<file path="config.mk">
export PLATFORM = sky130hd
export DESIGN_NAME = dispatch_router_flat
export DESIGN_NICKNAME = d
export VERILOG_FILES = /design/src/rtl/dispatch_router_if.sv /design/src/rtl/dispatch_router.sv /design/src/flat_wrapper.sv
export SDC_FILE = /design/constraint.sdc
export NUM_CORES = 1
export LEC_CHECK = 0
export ABC_CLOCK_PERIOD_IN_PS = 4000
export CAP_MARGIN = 25
export CORE_MARGIN = 4
export CORE_UTILIZATION = 40
export CTS_CLUSTER_DIAMETER = 60
export DETAILED_ROUTE_END_ITERATION = 10
export GPL_TIMING_DRIVEN = 0
export PLACE_DENSITY = 0.72
export SLEW_MARGIN = 0
export SYNTH_ARGS = -nofsm -noshare
export SYNTH_HDL_FRONTEND = slang
export SYNTH_SLANG_ARGS = --single-unit
</file>
<file path="constraint.sdc">
create_clock -name clk -period 4 [get_ports clk]
set_input_delay 0.4 -clock clk [delete_from_list [all_inputs] [get_ports clk]]
set_output_delay 0.4 -clock clk [all_outputs]
set_load 0.02 [all_outputs]
</file>
<file path="src/rtl/dispatch_router_if.sv">
`default_nettype none
// ============================================================================
//  dispatch_router_if
//  Shared instruction type plus the rename / ROB / RS handshake bundle used
//  by dispatch_router.
//  Revision: 1.0 - initial release
// ============================================================================

package dispatch_router_pkg;

    // Major opcodes (RV32 encoding)
    localparam logic [6:0] OPC_LOAD   = 7'b0000011;
    localparam logic [6:0] OPC_STORE  = 7'b0100011;
    localparam logic [6:0] OPC_BRANCH = 7'b1100011;
    localparam logic [6:0] OPC_JAL    = 7'b1101111;
    localparam logic [6:0] OPC_JALR   = 7'b1100111;
    localparam logic [6:0] OPC_OP     = 7'b0110011;
    localparam logic [6:0] OPC_OP_IMM = 7'b0010011;
    localparam logic [6:0] OPC_LUI    = 7'b0110111;
    localparam logic [6:0] OPC_AUIPC  = 7'b0010111;
    localparam logic [6:0] OPC_SYSTEM = 7'b1110011;

    // Reservation station selectors
    localparam logic [1:0] RS_ALU = 2'd0;
    localparam logic [1:0] RS_LSU = 2'd1;
    localparam logic [1:0] RS_BRU = 2'd2;

    // Renamed instruction; tag fields are sized for 64 physical registers
    typedef struct packed {
        logic [6:0]  opcode;
        logic [5:0]  prd;
        logic [5:0]  prs1;
        logic [5:0]  prs2;
        logic [15:0] imm;
    } instruction_t;

endpackage

interface dispatch_router_if #(
    parameter int ROB_WIDTH = 4
);
    import dispatch_router_pkg::*;

    // Rename side
    instruction_t           in_instruction_0;
    logic                   in_valid_0;
    instruction_t           in_instruction_1;
    logic                   in_valid_1;
    logic [1:0]             accept_count;

    // ROB side
    logic [ROB_WIDTH:0]     rob_free_count;
    logic [1:0]             rob_alloc_count;
    logic                   flush;
    logic [ROB_WIDTH-1:0]   flush_rob_tail;

    // Credit returns
    logic                   issue_valid_alu;
    logic                   issue_valid_lsu;
    logic                   issue_valid_bru;

    // RS dispatch ports
    instruction_t           alu_instruction_0, alu_instruction_1;
    logic [ROB_WIDTH-1:0]   alu_rob_id_0,      alu_rob_id_1;
    logic                   alu_valid_0,       alu_valid_1;
    instruction_t           lsu_instruction_0, lsu_instruction_1;
    logic [ROB_WIDTH-1:0]   lsu_rob_id_0,      lsu_rob_id_1;
    logic                   lsu_valid_0,       lsu_valid_1;
    instruction_t           bru_instruction_0, bru_instruction_1;
    logic [ROB_WIDTH-1:0]   bru_rob_id_0,      bru_rob_id_1;
    logic                   bru_valid_0,       bru_valid_1;

    // Router view
    modport slave (
        input  in_instruction_0, in_valid_0, in_instruction_1, in_valid_1,
        input  rob_free_count, flush, flush_rob_tail,
        input  issue_valid_alu, issue_valid_lsu, issue_valid_bru,
        output accept_count, rob_alloc_count,
        output alu_instruction_0, alu_rob_id_0, alu_valid_0,
        output alu_instruction_1, alu_rob_id_1, alu_valid_1,
        output lsu_instruction_0, lsu_rob_id_0, lsu_valid_0,
        output lsu_instruction_1, lsu_rob_id_1, lsu_valid_1,
        output bru_instruction_0, bru_rob_id_0, bru_valid_0,
        output bru_instruction_1, bru_rob_id_1, bru_valid_1
    );

    // Rename / ROB / RS view
    modport master (
        output in_instruction_0, in_valid_0, in_instruction_1, in_valid_1,
        output rob_free_count, flush, flush_rob_tail,
        output issue_valid_alu, issue_valid_lsu, issue_valid_bru,
        input  accept_count, rob_alloc_count,
        input  alu_instruction_0, alu_rob_id_0, alu_valid_0,
        input  alu_instruction_1, alu_rob_id_1, alu_valid_1,
        input  lsu_instruction_0, lsu_rob_id_0, lsu_valid_0,
        input  lsu_instruction_1, lsu_rob_id_1, lsu_valid_1,
        input  bru_instruction_0, bru_rob_id_0, bru_valid_0,
        input  bru_instruction_1, bru_rob_id_1, bru_valid_1
    );

endinterface

`default_nettype wire

</file>
<file path="src/rtl/dispatch_router.sv">
`default_nettype none
// ============================================================================
//  dispatch_router
//  Takes up to two renamed instructions per cycle, allocates ROB ids, steers
//  each to the ALU / LSU / BRU reservation station and registers the dual
//  dispatch ports. Credit counters and the ROB free count gate acceptance.
//  Revision: 1.0 - initial release
// ============================================================================

module dispatch_router
    import dispatch_router_pkg::*;
#(
    parameter int NUM_RS_ENTRIES = 8,
    parameter int ROB_WIDTH      = 4,
    parameter int PHY_REGS       = 64
) (
    input  wire logic         clk,
    input  wire logic         rst,    // asynchronous, active low
    dispatch_router_if.slave  bus
);

    localparam int              CW         = $clog2(NUM_RS_ENTRIES) + 1;
    localparam int              FW         = ROB_WIDTH + 1;
    localparam logic [CW-1:0]   CREDIT_MAX = CW'(NUM_RS_ENTRIES);

    // Tag fields of instruction_t are 6 bits; a larger register file needs a
    // wider instruction type, so this block only exists as a marker.
    if (PHY_REGS > 64) begin : g_phy_regs_exceed_tag
    end

    logic [CW-1:0]        credit_q [3];
    logic [CW-1:0]        credit_d [3];
    logic [ROB_WIDTH-1:0] rob_tail_q, rob_tail_d;
    instruction_t         inst_q   [3][2];
    logic [ROB_WIDTH-1:0] rob_id_q [3][2];
    logic                 valid_q  [3][2];

    logic [1:0]           tgt0, tgt1;
    logic [CW-1:0]        need1;
    logic                 acc0, acc1, port1;
    logic [1:0]           acc_cnt;
    logic [2:0]           issue;
    logic [CW:0]          dec, sum;

    function automatic logic [1:0] classify(input logic [6:0] opc);
        case (opc)
            OPC_LOAD, OPC_STORE:           classify = RS_LSU;
            OPC_BRANCH, OPC_JAL, OPC_JALR: classify = RS_BRU;
            default:                       classify = RS_ALU;
        endcase
    endfunction

    // Classification and in-order acceptance; slot 1 never goes alone
    always_comb begin
        tgt0    = classify(bus.in_instruction_0.opcode);
        tgt1    = classify(bus.in_instruction_1.opcode);
        need1   = (tgt1 == tgt0) ? CW'(2) : CW'(1);
        acc0    = rst && bus.in_valid_0 && !bus.flush
                  && (bus.rob_free_count >= FW'(1))
                  && (credit_q[tgt0] >= CW'(1));
        acc1    = acc0 && bus.in_valid_1
                  && (bus.rob_free_count >= FW'(2))
                  && (credit_q[tgt1] >= need1);
        port1   = (tgt1 == tgt0);
        acc_cnt = 2'(acc0) + 2'(acc1);
    end

    assign bus.accept_count    = acc_cnt;
    assign bus.rob_alloc_count = acc_cnt;
    assign issue = {bus.issue_valid_bru, bus.issue_valid_lsu, bus.issue_valid_alu};

    // Credit update: minus dispatches, plus returns, saturating at full
    always_comb begin
        dec = '0;
        sum = '0;
        for (int r = 0; r < 3; r++) begin
            dec = (CW+1)'(acc0 && (tgt0 == 2'(r))) + (CW+1)'(acc1 && (tgt1 == 2'(r)));
            sum = {1'b0, credit_q[r]} + (CW+1)'(issue[r]) - dec;
            credit_d[r] = (sum > {1'b0, CREDIT_MAX}) ? CREDIT_MAX : sum[CW-1:0];
        end
        rob_tail_d = rob_tail_q + ROB_WIDTH'(acc_cnt);
    end

    // Dispatch registers, credits and ROB tail; valids are one-cycle pulses
    always_ff @(posedge clk or negedge rst) begin
        if (!rst) begin
            rob_tail_q <= '0;
            for (int r = 0; r < 3; r++) begin
                credit_q[r] <= CREDIT_MAX;
                for (int p = 0; p < 2; p++) begin
                    inst_q[r][p]   <= '0;
                    rob_id_q[r][p] <= '0;
                    valid_q[r][p]  <= 1'b0;
                end
            end
        end else begin
            for (int r = 0; r < 3; r++) begin
                for (int p = 0; p < 2; p++) begin
                    valid_q[r][p] <= 1'b0;
                end
            end
            if (bus.flush) begin
                // RSs flush together with us, so every credit comes back
                rob_tail_q <= bus.flush_rob_tail;
                for (int r = 0; r < 3; r++) begin
                    credit_q[r] <= CREDIT_MAX;
                end
            end else begin
                rob_tail_q <= rob_tail_d;
                for (int r = 0; r < 3; r++) begin
                    credit_q[r] <= credit_d[r];
                end
                if (acc0) begin
                    inst_q[tgt0][0]   <= bus.in_instruction_0;
                    rob_id_q[tgt0][0] <= rob_tail_q;
                    valid_q[tgt0][0]  <= 1'b1;
                end
                // Second instruction takes port 1 only when sharing the RS
                if (acc1) begin
                    inst_q[tgt1][port1]   <= bus.in_instruction_1;
                    rob_id_q[tgt1][port1] <= rob_tail_q + ROB_WIDTH'(1);
                    valid_q[tgt1][port1]  <= 1'b1;
                end
            end
        end
    end

    assign bus.alu_instruction_0 = inst_q[0][0];
    assign bus.alu_instruction_1 = inst_q[0][1];
    assign bus.alu_rob_id_0      = rob_id_q[0][0];
    assign bus.alu_rob_id_1      = rob_id_q[0][1];
    assign bus.alu_valid_0       = valid_q[0][0];
    assign bus.alu_valid_1       = valid_q[0][1];
    assign bus.lsu_instruction_0 = inst_q[1][0];
    assign bus.lsu_instruction_1 = inst_q[1][1];
    assign bus.lsu_rob_id_0      = rob_id_q[1][0];
    assign bus.lsu_rob_id_1      = rob_id_q[1][1];
    assign bus.lsu_valid_0       = valid_q[1][0];
    assign bus.lsu_valid_1       = valid_q[1][1];
    assign bus.bru_instruction_0 = inst_q[2][0];
    assign bus.bru_instruction_1 = inst_q[2][1];
    assign bus.bru_rob_id_0      = rob_id_q[2][0];
    assign bus.bru_rob_id_1      = rob_id_q[2][1];
    assign bus.bru_valid_0       = valid_q[2][0];
    assign bus.bru_valid_1       = valid_q[2][1];

endmodule

`default_nettype wire

</file>
<file path="src/flat_wrapper.sv">
// flat-port wrapper written by rule: the top's interface ports become plain ports
module dispatch_router_flat import dispatch_router_pkg::*;
#(
    parameter int NUM_RS_ENTRIES = 8,
    parameter int ROB_WIDTH      = 4,
    parameter int PHY_REGS       = 64
)
  (clk, rst, bus_in_instruction_0, bus_in_valid_0, bus_in_instruction_1, bus_in_valid_1, bus_rob_free_count, bus_flush, bus_flush_rob_tail, bus_issue_valid_alu, bus_issue_valid_lsu, bus_issue_valid_bru, bus_accept_count, bus_rob_alloc_count, bus_alu_instruction_0, bus_alu_rob_id_0, bus_alu_valid_0, bus_alu_instruction_1, bus_alu_rob_id_1, bus_alu_valid_1, bus_lsu_instruction_0, bus_lsu_rob_id_0, bus_lsu_valid_0, bus_lsu_instruction_1, bus_lsu_rob_id_1, bus_lsu_valid_1, bus_bru_instruction_0, bus_bru_rob_id_0, bus_bru_valid_0, bus_bru_instruction_1, bus_bru_rob_id_1, bus_bru_valid_1);
  dispatch_router_if #(.ROB_WIDTH(ROB_WIDTH)) bus_i ();
  input  wire logic clk;
  input  wire logic rst;
  input wire logic [$bits(bus_i.in_instruction_0)-1:0] bus_in_instruction_0;
  input wire logic [$bits(bus_i.in_valid_0)-1:0] bus_in_valid_0;
  input wire logic [$bits(bus_i.in_instruction_1)-1:0] bus_in_instruction_1;
  input wire logic [$bits(bus_i.in_valid_1)-1:0] bus_in_valid_1;
  input wire logic [$bits(bus_i.rob_free_count)-1:0] bus_rob_free_count;
  input wire logic [$bits(bus_i.flush)-1:0] bus_flush;
  input wire logic [$bits(bus_i.flush_rob_tail)-1:0] bus_flush_rob_tail;
  input wire logic [$bits(bus_i.issue_valid_alu)-1:0] bus_issue_valid_alu;
  input wire logic [$bits(bus_i.issue_valid_lsu)-1:0] bus_issue_valid_lsu;
  input wire logic [$bits(bus_i.issue_valid_bru)-1:0] bus_issue_valid_bru;
  output wire logic [$bits(bus_i.accept_count)-1:0] bus_accept_count;
  output wire logic [$bits(bus_i.rob_alloc_count)-1:0] bus_rob_alloc_count;
  output wire logic [$bits(bus_i.alu_instruction_0)-1:0] bus_alu_instruction_0;
  output wire logic [$bits(bus_i.alu_rob_id_0)-1:0] bus_alu_rob_id_0;
  output wire logic [$bits(bus_i.alu_valid_0)-1:0] bus_alu_valid_0;
  output wire logic [$bits(bus_i.alu_instruction_1)-1:0] bus_alu_instruction_1;
  output wire logic [$bits(bus_i.alu_rob_id_1)-1:0] bus_alu_rob_id_1;
  output wire logic [$bits(bus_i.alu_valid_1)-1:0] bus_alu_valid_1;
  output wire logic [$bits(bus_i.lsu_instruction_0)-1:0] bus_lsu_instruction_0;
  output wire logic [$bits(bus_i.lsu_rob_id_0)-1:0] bus_lsu_rob_id_0;
  output wire logic [$bits(bus_i.lsu_valid_0)-1:0] bus_lsu_valid_0;
  output wire logic [$bits(bus_i.lsu_instruction_1)-1:0] bus_lsu_instruction_1;
  output wire logic [$bits(bus_i.lsu_rob_id_1)-1:0] bus_lsu_rob_id_1;
  output wire logic [$bits(bus_i.lsu_valid_1)-1:0] bus_lsu_valid_1;
  output wire logic [$bits(bus_i.bru_instruction_0)-1:0] bus_bru_instruction_0;
  output wire logic [$bits(bus_i.bru_rob_id_0)-1:0] bus_bru_rob_id_0;
  output wire logic [$bits(bus_i.bru_valid_0)-1:0] bus_bru_valid_0;
  output wire logic [$bits(bus_i.bru_instruction_1)-1:0] bus_bru_instruction_1;
  output wire logic [$bits(bus_i.bru_rob_id_1)-1:0] bus_bru_rob_id_1;
  output wire logic [$bits(bus_i.bru_valid_1)-1:0] bus_bru_valid_1;
  assign bus_i.in_instruction_0 = bus_in_instruction_0;
  assign bus_i.in_valid_0 = bus_in_valid_0;
  assign bus_i.in_instruction_1 = bus_in_instruction_1;
  assign bus_i.in_valid_1 = bus_in_valid_1;
  assign bus_i.rob_free_count = bus_rob_free_count;
  assign bus_i.flush = bus_flush;
  assign bus_i.flush_rob_tail = bus_flush_rob_tail;
  assign bus_i.issue_valid_alu = bus_issue_valid_alu;
  assign bus_i.issue_valid_lsu = bus_issue_valid_lsu;
  assign bus_i.issue_valid_bru = bus_issue_valid_bru;
  assign bus_accept_count = bus_i.accept_count;
  assign bus_rob_alloc_count = bus_i.rob_alloc_count;
  assign bus_alu_instruction_0 = bus_i.alu_instruction_0;
  assign bus_alu_rob_id_0 = bus_i.alu_rob_id_0;
  assign bus_alu_valid_0 = bus_i.alu_valid_0;
  assign bus_alu_instruction_1 = bus_i.alu_instruction_1;
  assign bus_alu_rob_id_1 = bus_i.alu_rob_id_1;
  assign bus_alu_valid_1 = bus_i.alu_valid_1;
  assign bus_lsu_instruction_0 = bus_i.lsu_instruction_0;
  assign bus_lsu_rob_id_0 = bus_i.lsu_rob_id_0;
  assign bus_lsu_valid_0 = bus_i.lsu_valid_0;
  assign bus_lsu_instruction_1 = bus_i.lsu_instruction_1;
  assign bus_lsu_rob_id_1 = bus_i.lsu_rob_id_1;
  assign bus_lsu_valid_1 = bus_i.lsu_valid_1;
  assign bus_bru_instruction_0 = bus_i.bru_instruction_0;
  assign bus_bru_rob_id_0 = bus_i.bru_rob_id_0;
  assign bus_bru_valid_0 = bus_i.bru_valid_0;
  assign bus_bru_instruction_1 = bus_i.bru_instruction_1;
  assign bus_bru_rob_id_1 = bus_i.bru_rob_id_1;
  assign bus_bru_valid_1 = bus_i.bru_valid_1;
  dispatch_router #(.NUM_RS_ENTRIES(NUM_RS_ENTRIES), .ROB_WIDTH(ROB_WIDTH), .PHY_REGS(PHY_REGS)) u_core (.clk(clk), .rst(rst), .bus(bus_i));
endmodule
</file>
==> results of run 1 <==
kinds of logic (layout without fill, tap and decap cells):
family | Yosys count | count (layout) | share of synthesized area, %
AOI/OAI and AO/OA | 244 | 244 | 15.0
xor gates and xnor gates | 16 | 16 | 1.08
adders and majority gates | 31 | 31 | 3.22
buffers and inverters | 145 | 637 | 4.74
DFF | 292 | 292 | 56.3
muxes | 126 | 126 | 10.9
other | 0 | 1 | 0
and+or+nand+nor | 213 | 213 | 8.74
registers in the layout (all words and copies together) (netlist names), 12 cells and up:
register	flops
u_core.bus.bru_instruction_1	41
u_core.bus.alu_instruction_0	41
u_core.bus.lsu_instruction_1	41
u_core.bus.bru_instruction_0	41
u_core.bus.alu_instruction_1	41
u_core.bus.lsu_instruction_0	41
u_core.credit_q	12
layer usage:
layer / wire length [um] / share of wire (%) / global-route usage [%] / up-vias
li1: - / - / - / 4775
met1: 19500 / 41 / 32.8 / 5466
met5: 0 / 0 / 0 / -
met2: 22500 / 48 / 43.8 / 430
met3: 3610 / 7.6 / 7.26 / 97
met4: 1610 / 3.4 / 7.11 / 0
worst max-delay path, cell delays in order:
cell      delay (ps)
buf_8            100
nand3b_4         160
buf_12           140
a211oi_4         290
buf_6            160
nor2_4            40
a21oi_4          190
ha_4             220
nand2b_4         140
a21oi_2          140
o221a_4          210
a21oi_4           60
nand2_4           90
nor2_2            40
ha_1             330
ha_4             270
inv_2             40
ha_4             160
fa_2             370
a211oi_2         250
xnor2_1          140
nor3_1            70
a31oi_1          240
nor2_2           100
and2_1           160
power groups by stage:
stage | Sequential (mW) | Clock [mW] | Combinational (mW)
2_1_floorplan | 4.37 | 0 | 0.810
3_3_place_gp | 3.79 | 0 | 2.86
3_5_place_dp | 3.80 | 0 | 2.92
4_1_cts | 3.76 | 3.43 | 2.98
5_1_grt | 3.83 | 3.56 | 3.17
6_report | 3.76 | 3.39 | 3.00
per-stage QoR:
stage / setup TNS (ps) / total power [mW] / setup WS (ps) / cell area, um^2
2_1_floorplan: -2370 / 5.18 / -320 / 13100
3_3_place_gp: -6452190 / 6.65 / -13620 / 17400
3_5_place_dp: -56300 / 6.72 / -1580 / 17500
4_1_cts: -389 / 10.2 / -154 / 19200
5_1_grt: -1800 / 10.6 / -281 / 19400
6_report: -412 / 10.2 / -106 / 19400
synthesized netlist by cell type (13+ instances only):
cell type / instances / area share (%)
nor2_1: 90 / 2.6
a211oi_1: 82 / 4.7
nand2b_1: 48 / 2.3
o221a_2: 42 / 3.6
o21a_1: 36 / 2.1
mux2_2: 110 / 9.5
ha_1: 27 / 2.6
dfrtp_1: 289 / 56
a31oi_1: 37 / 1.8
clkbuf_1: 43 / 1.2
mux2_1: 13 / 1.1
inv_1: 69 / 2.0
buf_2: 24 / 0.93
timing repair:
| action | 4_1_cts | 5_1_grt |
|---|---|---|
| setup endpoints to repair | 17 | 15 |
| hold buffers | 7 | 0 |
| resized for setup | 79 | 29 |
| setup buffers | 22 | 17 |
| pin swaps | 30 | 39 |
| endpoints found under the hold margin | 50 | 0 |
| cloned | 1 | 0 |
cell type report:
class | count | area share, %
Antenna cell | 1 | 0.0129
Buffer | 71 | 1.78
Clock buffer | 55 | 5.79
Clock inverter | 12 | 0.624
Inverter | 70 | 1.40
Multi-Input combinational cell | 630 | 27.7
Sequential cell | 292 | 37.6
Tap cell | 435 | 2.80
Timing Repair Buffer | 429 | 22.3
how the worst min path moves through the flow:
| stage | startpoint | to | slack [ps] | depth (start not counted) |
|---|---|---|---|---|
| 6_report | rst | u_core.bus.alu_instruction_1[40] | 10 | 2 |
| 5_1_grt | rst | u_core.bus.alu_instruction_1[40] | 10 | 2 |
| 4_1_cts | rst | u_core.bus.alu_instruction_1[40] | 3 | 2 |
| 3_5_place_dp | rst | u_core.bus.lsu_instruction_1[37] | 350 | 1 |
| 3_3_place_gp | u_core.bus.bru_instruction_1[39] | u_core.bus.bru_instruction_1[39] | 450 | 1 |
| 2_1_floorplan | rst | u_core.bus.alu_instruction_0[0] | 100 | 0 |
==> results.toml, run 1 <==
[outcome]
status = "finished with violations"
violations = "negative setup slack"

[power_and_ir_drop]
power.share.clock_pct = 33.4
combPwrFrac_pct = 29.6
p_leak_nw = 8.69
p_int_mw = 7.00
peakVddDrop_uv = 338
switching_share_pct = 31.1
powerDensity_mw_per_mm2 = 522
p_sw_mw = 3.15
p_seq_share_pct = 37.1

[drt]
vias_per_cell = 5.40
wl_per_cell_um = 23.7
first_pass_iters = 5
ant_nets = 0
drt_wl_total_mm = 47.3
via_count = 10768
drt_iter0_markers = 596
post-route-drc-count = 0

[timing]
fin_skew_ps = 15.9
period_needed_ps = 4110
worst_slack_ps = -106
timing.final.crit_share_pct = 103
drv_slew = 0
worst_pin_slew_ps = 991
rsz0062_at_grt = "yes"
fmax_mhz = 244
hold_viol = 0
hold_slack_ps = 11.0
finalSetupViolations = 6
maxSlewHeadroom_pct = 33.4

[place]
place_congestion = 0.808
dpl.hpwl_mm = 33.4
port_buffers = 378
placedCellCount = 1884

[run]
maxCapViolCount = 0

[synth]
netlist_instances = 1067
async_flop_share_pct = 100
synth-seq-cells = 292
yosysUniqueCellTypes = 56
synth.cell_area_mm2 = 0.0130
synth-main-ff-cell = "dfrtp_1"
syn_nets = 1197
synth.avg_cell_area_um2 = 12.2
yosysSeqAreaShare_pct = 56.3
synth.yosys.warnings = 0
synth_edf_count = 0

[clocking]
cts_buffers = 37
clock_latency_ps = 520
root_buffer = "clkbuf_16"
cts_htree_levels = 2
clock_path_buffers = 3
cts_sinks = 292
clkTransAtPathRegs_ps = 60
tritoncts = "built"

[worst_setup_path]
ff2ff_path_depth = 18
cp.arrival_ps = 4510
r2r-start = "u_core.credit_q[10]"
path_class = "in -> reg"
worstPathRequired_ps = 4410
end_kind = "flop"
startpoint_type = "input port"
startpoint = "bus_in_instruction_1[38]"
reg2reg_slack_ps = -30
reg2reg_to = "u_core.credit_q[0]"
critPathCapture = "u_core.credit_q[0]"
crit_fanout = 3

[floorplan]
die_h_um = 188
initial_utilization_pct = 40.8
ios = 379
rows = 65
die-area_mm2 = 0.0354
coreArea_mm2 = 0.0318
die_x_um = 188

[global_route]
grt_pass1_wl_mm = 71.6
grt_antenna_before_repair = 1
grt_overflow = 0
grt_max_degree = 95
grt_pass1_vias = 11616
track_usage_pct = 25.9

[cells_and_area]
mostFrequentLayoutCells = "361 x clkdlybuf4s50_1, 289 x dfrtp_1, 110 x mux2_2"
final_common_cell = "clkdlybuf4s50_1"
seq_area_mm2 = 0.00731
fill_cells = 2527
nets = 1661
instances_no_fill = 1995
multiInputGateArea_mm2 = 0.00539
area_growth_pct = 49.8
drive_above_1_share_pct = 23.8
fin_util_pct = 61.1

[worst_hold_path]
hold_class = "in -> async"
No activity file was read; power rests on OpenSTA's default activity.
==> run 2: changes to the inputs <==
- HOLD_SLACK_MARGIN: not set -> 0.03
==> run 2 against run 1 <==
Against the previous run:
- the flow still finishes with violations (negative setup slack)
- power about the same
- clock skew about the same
- core utilization decreased by 0.063 points
- routed wire length decreased by 0.32%
- design area decreased by 0.10%
- combinational power about the same
- worst hold slack improved by 0.81 ps
- fmax decreased by 0.20%
- clock power about the same
- highest routed layer unchanged
==> results.toml, run 2 (same netlist as run 1, synthesis figures left out) <==
[outcome]
status = "finished with violations"
violations = "negative setup slack"

[timing]
worst_slack_ps = -115
period_needed_ps = 4110
hold_slack_ps = 11.8
fin_skew_ps = 15.9
fmax_mhz = 243
hold_viol = 0
worst_pin_slew_ps = 1040
drv_slew = 0
rsz0062_at_grt = "yes"
maxSlewHeadroom_pct = 30.0
timing.final.crit_share_pct = 103
finalSetupViolations = 6

[cells_and_area]
drive_above_1_share_pct = 23.7
fin_util_pct = 61.1
mostFrequentLayoutCells = "361 x clkdlybuf4s50_1, 289 x dfrtp_1, 110 x mux2_2"
instances_no_fill = 1994
area_growth_pct = 49.6
nets = 1660
final_common_cell = "clkdlybuf4s50_1"
final_area_mm2 = 0.0194

[place]
placedCellCount = 1884
dpl.hpwl_mm = 33.4
placed_area_mm2 = 0.0175
port_buffers = 378
place_congestion = 0.808

[worst_setup_path]
cp.arrival_ps = 4520
crit_fanout = 3
critPathMostFrequentCell = "ha_4"
cp_slowest_cell = "fa_2"
worstPathRequired_ps = 4410
slowest_delay_ps = 370
path_class = "in -> reg"
end_kind = "flop"
startpoint_type = "input port"

[clocking]
cts_htree_levels = 2
clock_latency_ps = 520
cts_buffers = 37
cts_sinks = 292
tritoncts = "built"
clkTransAtPathRegs_ps = 50
root_buffer = "clkbuf_16"
clock_path_buffers = 3

[power_and_ir_drop]
powerDensity_mw_per_mm2 = 522
peakVddDrop_uv = 337
p_leak_nw = 8.68
finalPower_mw = 10.1

[floorplan]
die_x_um = 188
rows = 65
initial_utilization_pct = 40.8
coreArea_mm2 = 0.0318
die-area_mm2 = 0.0354
die_h_um = 188
ios = 379

[drt]
vias_per_cell = 5.37
post-route-drc-count = 0
first_pass_iters = 5
drt_wl_total_mm = 47.2
drt_iter0_markers = 522
ant_nets = 0
via_count = 10713
wl_per_cell_um = 23.7

[global_route]
grt_pass1_vias = 11614
grt_overflow = 0
grt_antenna_before_repair = 1
grt_pass1_wl_mm = 71.5
track_usage_pct = 25.9
grt_max_degree = 95

[run]
maxCapViolCount = 0

[worst_hold_path]
hold_class = "in -> async"
[run 2: cell count changes in the layout (fill, tap and decap cells not counted), sizes merged]
cell  delta
buf      -1
[run 2: where the power goes]
part / total [mW] / switching [mW] / internal, mW
Combinational: 3.00 / 1.51 / 1.50
Sequential: 3.76 / 0.301 / 3.46
Clock: 3.38 / 1.34 / 2.04
[run 2: what timing repair did]
item	in CTS	in global routing
resized for setup	79	29
setup endpoints to repair	17	15
hold endpoints to repair	50	0
hold buffers	6	0
pin swaps	30	39
gates cloned	1	0
setup buffers	22	17
[run 2: layout make-up]
class / instances / area (um^2)
tap: 435 / 544
timing repair buffer: 428 / 4310
inverter: 70 / 272
buffer: 71 / 347
sequential: 292 / 7310
clock buffer: 55 / 1130
clock inverter: 12 / 121
antenna: 1 / 2.50
multi-input combinational: 630 / 5390
fill: 2528 / 12400
[run 2: metal layers]
metal | share of wire [%] | up-vias | GRT usage, %
met1 | 41 | 5440 | 32.7
met4 | 3.3 | 0 | 7.26
met5 | 0 | - | 0
met2 | 48 | 408 | 43.8
li1 | - | 4773 | -
met3 | 7.4 | 92 | 7.24
[run 2: stage by stage]
stage          setup WS (ps)  TNS [ps]
2_1_floorplan           -320     -2370
3_3_place_gp          -13620  -6452190
3_5_place_dp           -1580    -56300
4_1_cts                 -154      -389
5_1_grt                 -281     -1800
6_report                -115      -464
[run 2: worst paths after layout]
path / from / cells after the start / slack, ps / endpoint
setup / recovery: bus_in_instruction_1[38] / 25 / -110 / u_core.credit_q[0]
hold / removal: rst / 3 / 10 / u_core.bus.alu_rob_id_0[0]
setup reg to reg: u_core.credit_q[10] / 18 / -10 / u_core.credit_q[0]
hold reg to reg: u_core.bus.bru_instruction_1[34] / 1 / 470 / u_core.bus.bru_instruction_1[34]
max in group asynchronous: rst / 3 / 2930 / u_core.bus.bru_instruction_0[38]
min in group clk: bus_in_instruction_1[34] / 3 / 180 / u_core.bus.alu_instruction_0[34]
[run 2: critical path: cells and delay by family]
family | cells | cell delay [ps]
xor+xnor | 1 | 140
compound gates | 7 | 1380
buf+inv | 4 | 440
fa+ha+maj | 5 | 1350
simple gates | 8 | 810
==> run 3: changes to the inputs <==
- ABC_CLOCK_PERIOD_IN_PS: 4000 -> 3300
- clock period: 4 -> 3.3 ns (I/O delays scaled with it)
==> run 3 against run 2 <==
Against the previous run:
- routed wire length fell by 0.79%
- register-to-register slack got worse by 620 ps
- sequential cell count did not move
- highest routed layer unchanged
- via count barely moved
- non-clock buffer count rose by 8
- clock-buffer cell count fell by 5
- the run still ends with negative setup slack left
- power rose by 21%
- largest cell class unchanged
- sequential power rose by 22%
- first-iteration DRC count rose by 23%
==> results.toml, run 3 (same netlist as run 1, synthesis figures left out) <==
[worst_setup_path]
cp.arrival_ps = 4470
crit_chain = "clkdlybuf4s15_1 > nand3b_1 > buf_6 > nor3_4 > xnor2_4 > nand2_2 > ha_4 > nand2b_4 > a21oi_2 > o221a_4 > a21oi_4 > nand2_4 > nor2_4 > ha_4 > ha_4 > inv_2 > ha_4 > fa_2 > a211oi_2 > xnor2_1 > nor3_1 > a31oi_1 > nor2_1 > and2_1"
worstPathRequired_ps = 3700
startpoint = "bus_in_instruction_0[38]"
cp_slowest_cell = "fa_2"
crit_fanout = 4
startpoint_type = "input port"
path_class = "in -> reg"
slowest_delay_ps = 390
end_kind = "flop"
critPathMostFrequentCell = "ha_4"
r2r-start = "u_core.credit_q[0]"
crit_buf_inv = 3
critPathTopFamily = "simple AND/OR/NAND/NOR gates"

[place]
place_congestion = 0.880
placed_area_mm2 = 0.0175
pre_cts_slack_ps = -2320
dpl.hpwl_mm = 33.0
port_buffers = 378

[timing]
finalSetupViolations = 56
fmax_mhz = 246
rsz0062_at_grt = "yes"
period_needed_ps = 4070
drv_slew = 0
hold_slack_ps = 126
hold_viol = 0
worst_pin_slew_ps = 805
fin_skew_ps = 14.1
worst_slack_ps = -769
tns_ps = -11430
maxSlewHeadroom_pct = 46.3
timing.final.crit_share_pct = 123

[clocking]
cts_buffers = 37
clock_path_buffers = 3
cts_sinks = 292
clkTransAtPathRegs_ps = 60
tritoncts = "built"
root_buffer = "clkbuf_16"
cts_htree_levels = 2
clock_latency_ps = 510

[cells_and_area]
area_growth_pct = 50.8
mostFrequentLayoutCells = "359 x clkdlybuf4s50_1, 289 x dfrtp_1, 110 x mux2_2"
fin_util_pct = 61.6
seq_area_mm2 = 0.00731
fill_cells = 2507
multiInputGateArea_mm2 = 0.00545
final_common_cell = "clkdlybuf4s50_1"
drive_above_1_share_pct = 25.0
nets = 1668
final_area_mm2 = 0.0196

[drt]
first_pass_iters = 7
drt_wl_total_mm = 46.8
vias_per_cell = 5.35
via_count = 10717
drt_iter0_markers = 640
post-route-drc-count = 0
ant_nets = 0
wl_per_cell_um = 23.4

[floorplan]
die-area_mm2 = 0.0354
die_h_um = 188
coreArea_mm2 = 0.0318
rows = 65
die_x_um = 188
ios = 379
initial_utilization_pct = 40.8

[global_route]
grt_pass1_vias = 11387
grt_max_degree = 87
grt_overflow = 0
track_usage_pct = 25.8
grt_pass1_wl_mm = 71.3
grt_antenna_before_repair = 1

[outcome]
violations = "negative setup slack"
status = "finished with violations"

[run]
maxCapViolCount = 0

[power_and_ir_drop]
powerDensity_mw_per_mm2 = 628
p_leak_nw = 8.73
peakVddDrop_uv = 411

[worst_hold_path]
hold_class = "in -> reg"
hp-start = "bus_in_instruction_1[34]"
run 3: changes by cell type in the layout (fill, tap and decap cells not counted), sizes merged, moves of 2 or more:
cell	delta
buf	+13
inv	-2
clkdlybuf4s15	-3
clkdlybuf4s50	-2
clkinv	+6
clkbuf	-5
run 3: final cells by class:
type                    instances  area share (%)
plain buffers                  71            1.90
flip-flops and latches        292            37.4
clock buffers                  50            5.56
well taps                     435            2.78
repair buffers                436            22.3
clock inverters                18           0.850
multi-input cells             630            27.9
diodes                          1          0.0128
inverters                      70            1.39
run 3: final timing paths:
check                                              endpoint  slack, ps  cells after the start
setup / recovery                         u_core.credit_q[1]       -770                     24
hold / removal             u_core.bus.alu_instruction_0[34]        130                      3
setup reg to reg                         u_core.credit_q[1]       -630                     21
hold reg to reg            u_core.bus.lsu_instruction_1[35]        470                      1
max in group asynchronous  u_core.bus.alu_instruction_0[20]       2130                      3
min in group asynchronous  u_core.bus.lsu_instruction_1[35]        560                      4
run 3: metrics by stage:
| step | power (mW) | std cells |
|---|---|---|
| 6_report | 12.3 | 2003 |
| 5_1_grt | 12.8 | 2003 |
| 2_1_floorplan | 6.28 | 1067 |
| 3_5_place_dp | 8.15 | 1884 |
| 4_1_cts | 12.3 | 1988 |
| 3_3_place_gp | 8.07 | 1880 |
run 3: timing repair:
item                       in CTS  in global routing
buffers inserted               32                 16
pin swaps                      45                 46
setup endpoints to repair     257                 59
hold buffers                    6                  0
hold endpoints to repair       65                  0
resized for setup              97                 55
gates cloned                    1                  0
run 3: report_power, final:
| group | switching, mW | internal, mW | total [mW] | leakage [nW] |
|---|---|---|---|---|
| sequential | 0.371 | 4.20 | 4.57 | 3.81 |
| combinational | 1.83 | 1.83 | 3.66 | 4.29 |
| clock | 1.58 | 2.49 | 4.07 | 0.623 |
| total | 3.78 | 8.51 | 12.3 | 8.73 |
run 3: worst min-delay path, cell delays in order:
cell and delay, ps:
buf_2 130, nand3_1 70, a21oi_1 60
run 3: metal layers:
layer / global-route usage [%] / share of wire (%) / up-vias
li1: - / - / 4795
met5: 0 / 0 / -
met3: 7.13 / 8.1 / 82
met1: 33.1 / 40 / 5373
met4: 7.62 / 3.1 / 0
met2: 42.9 / 49 / 467
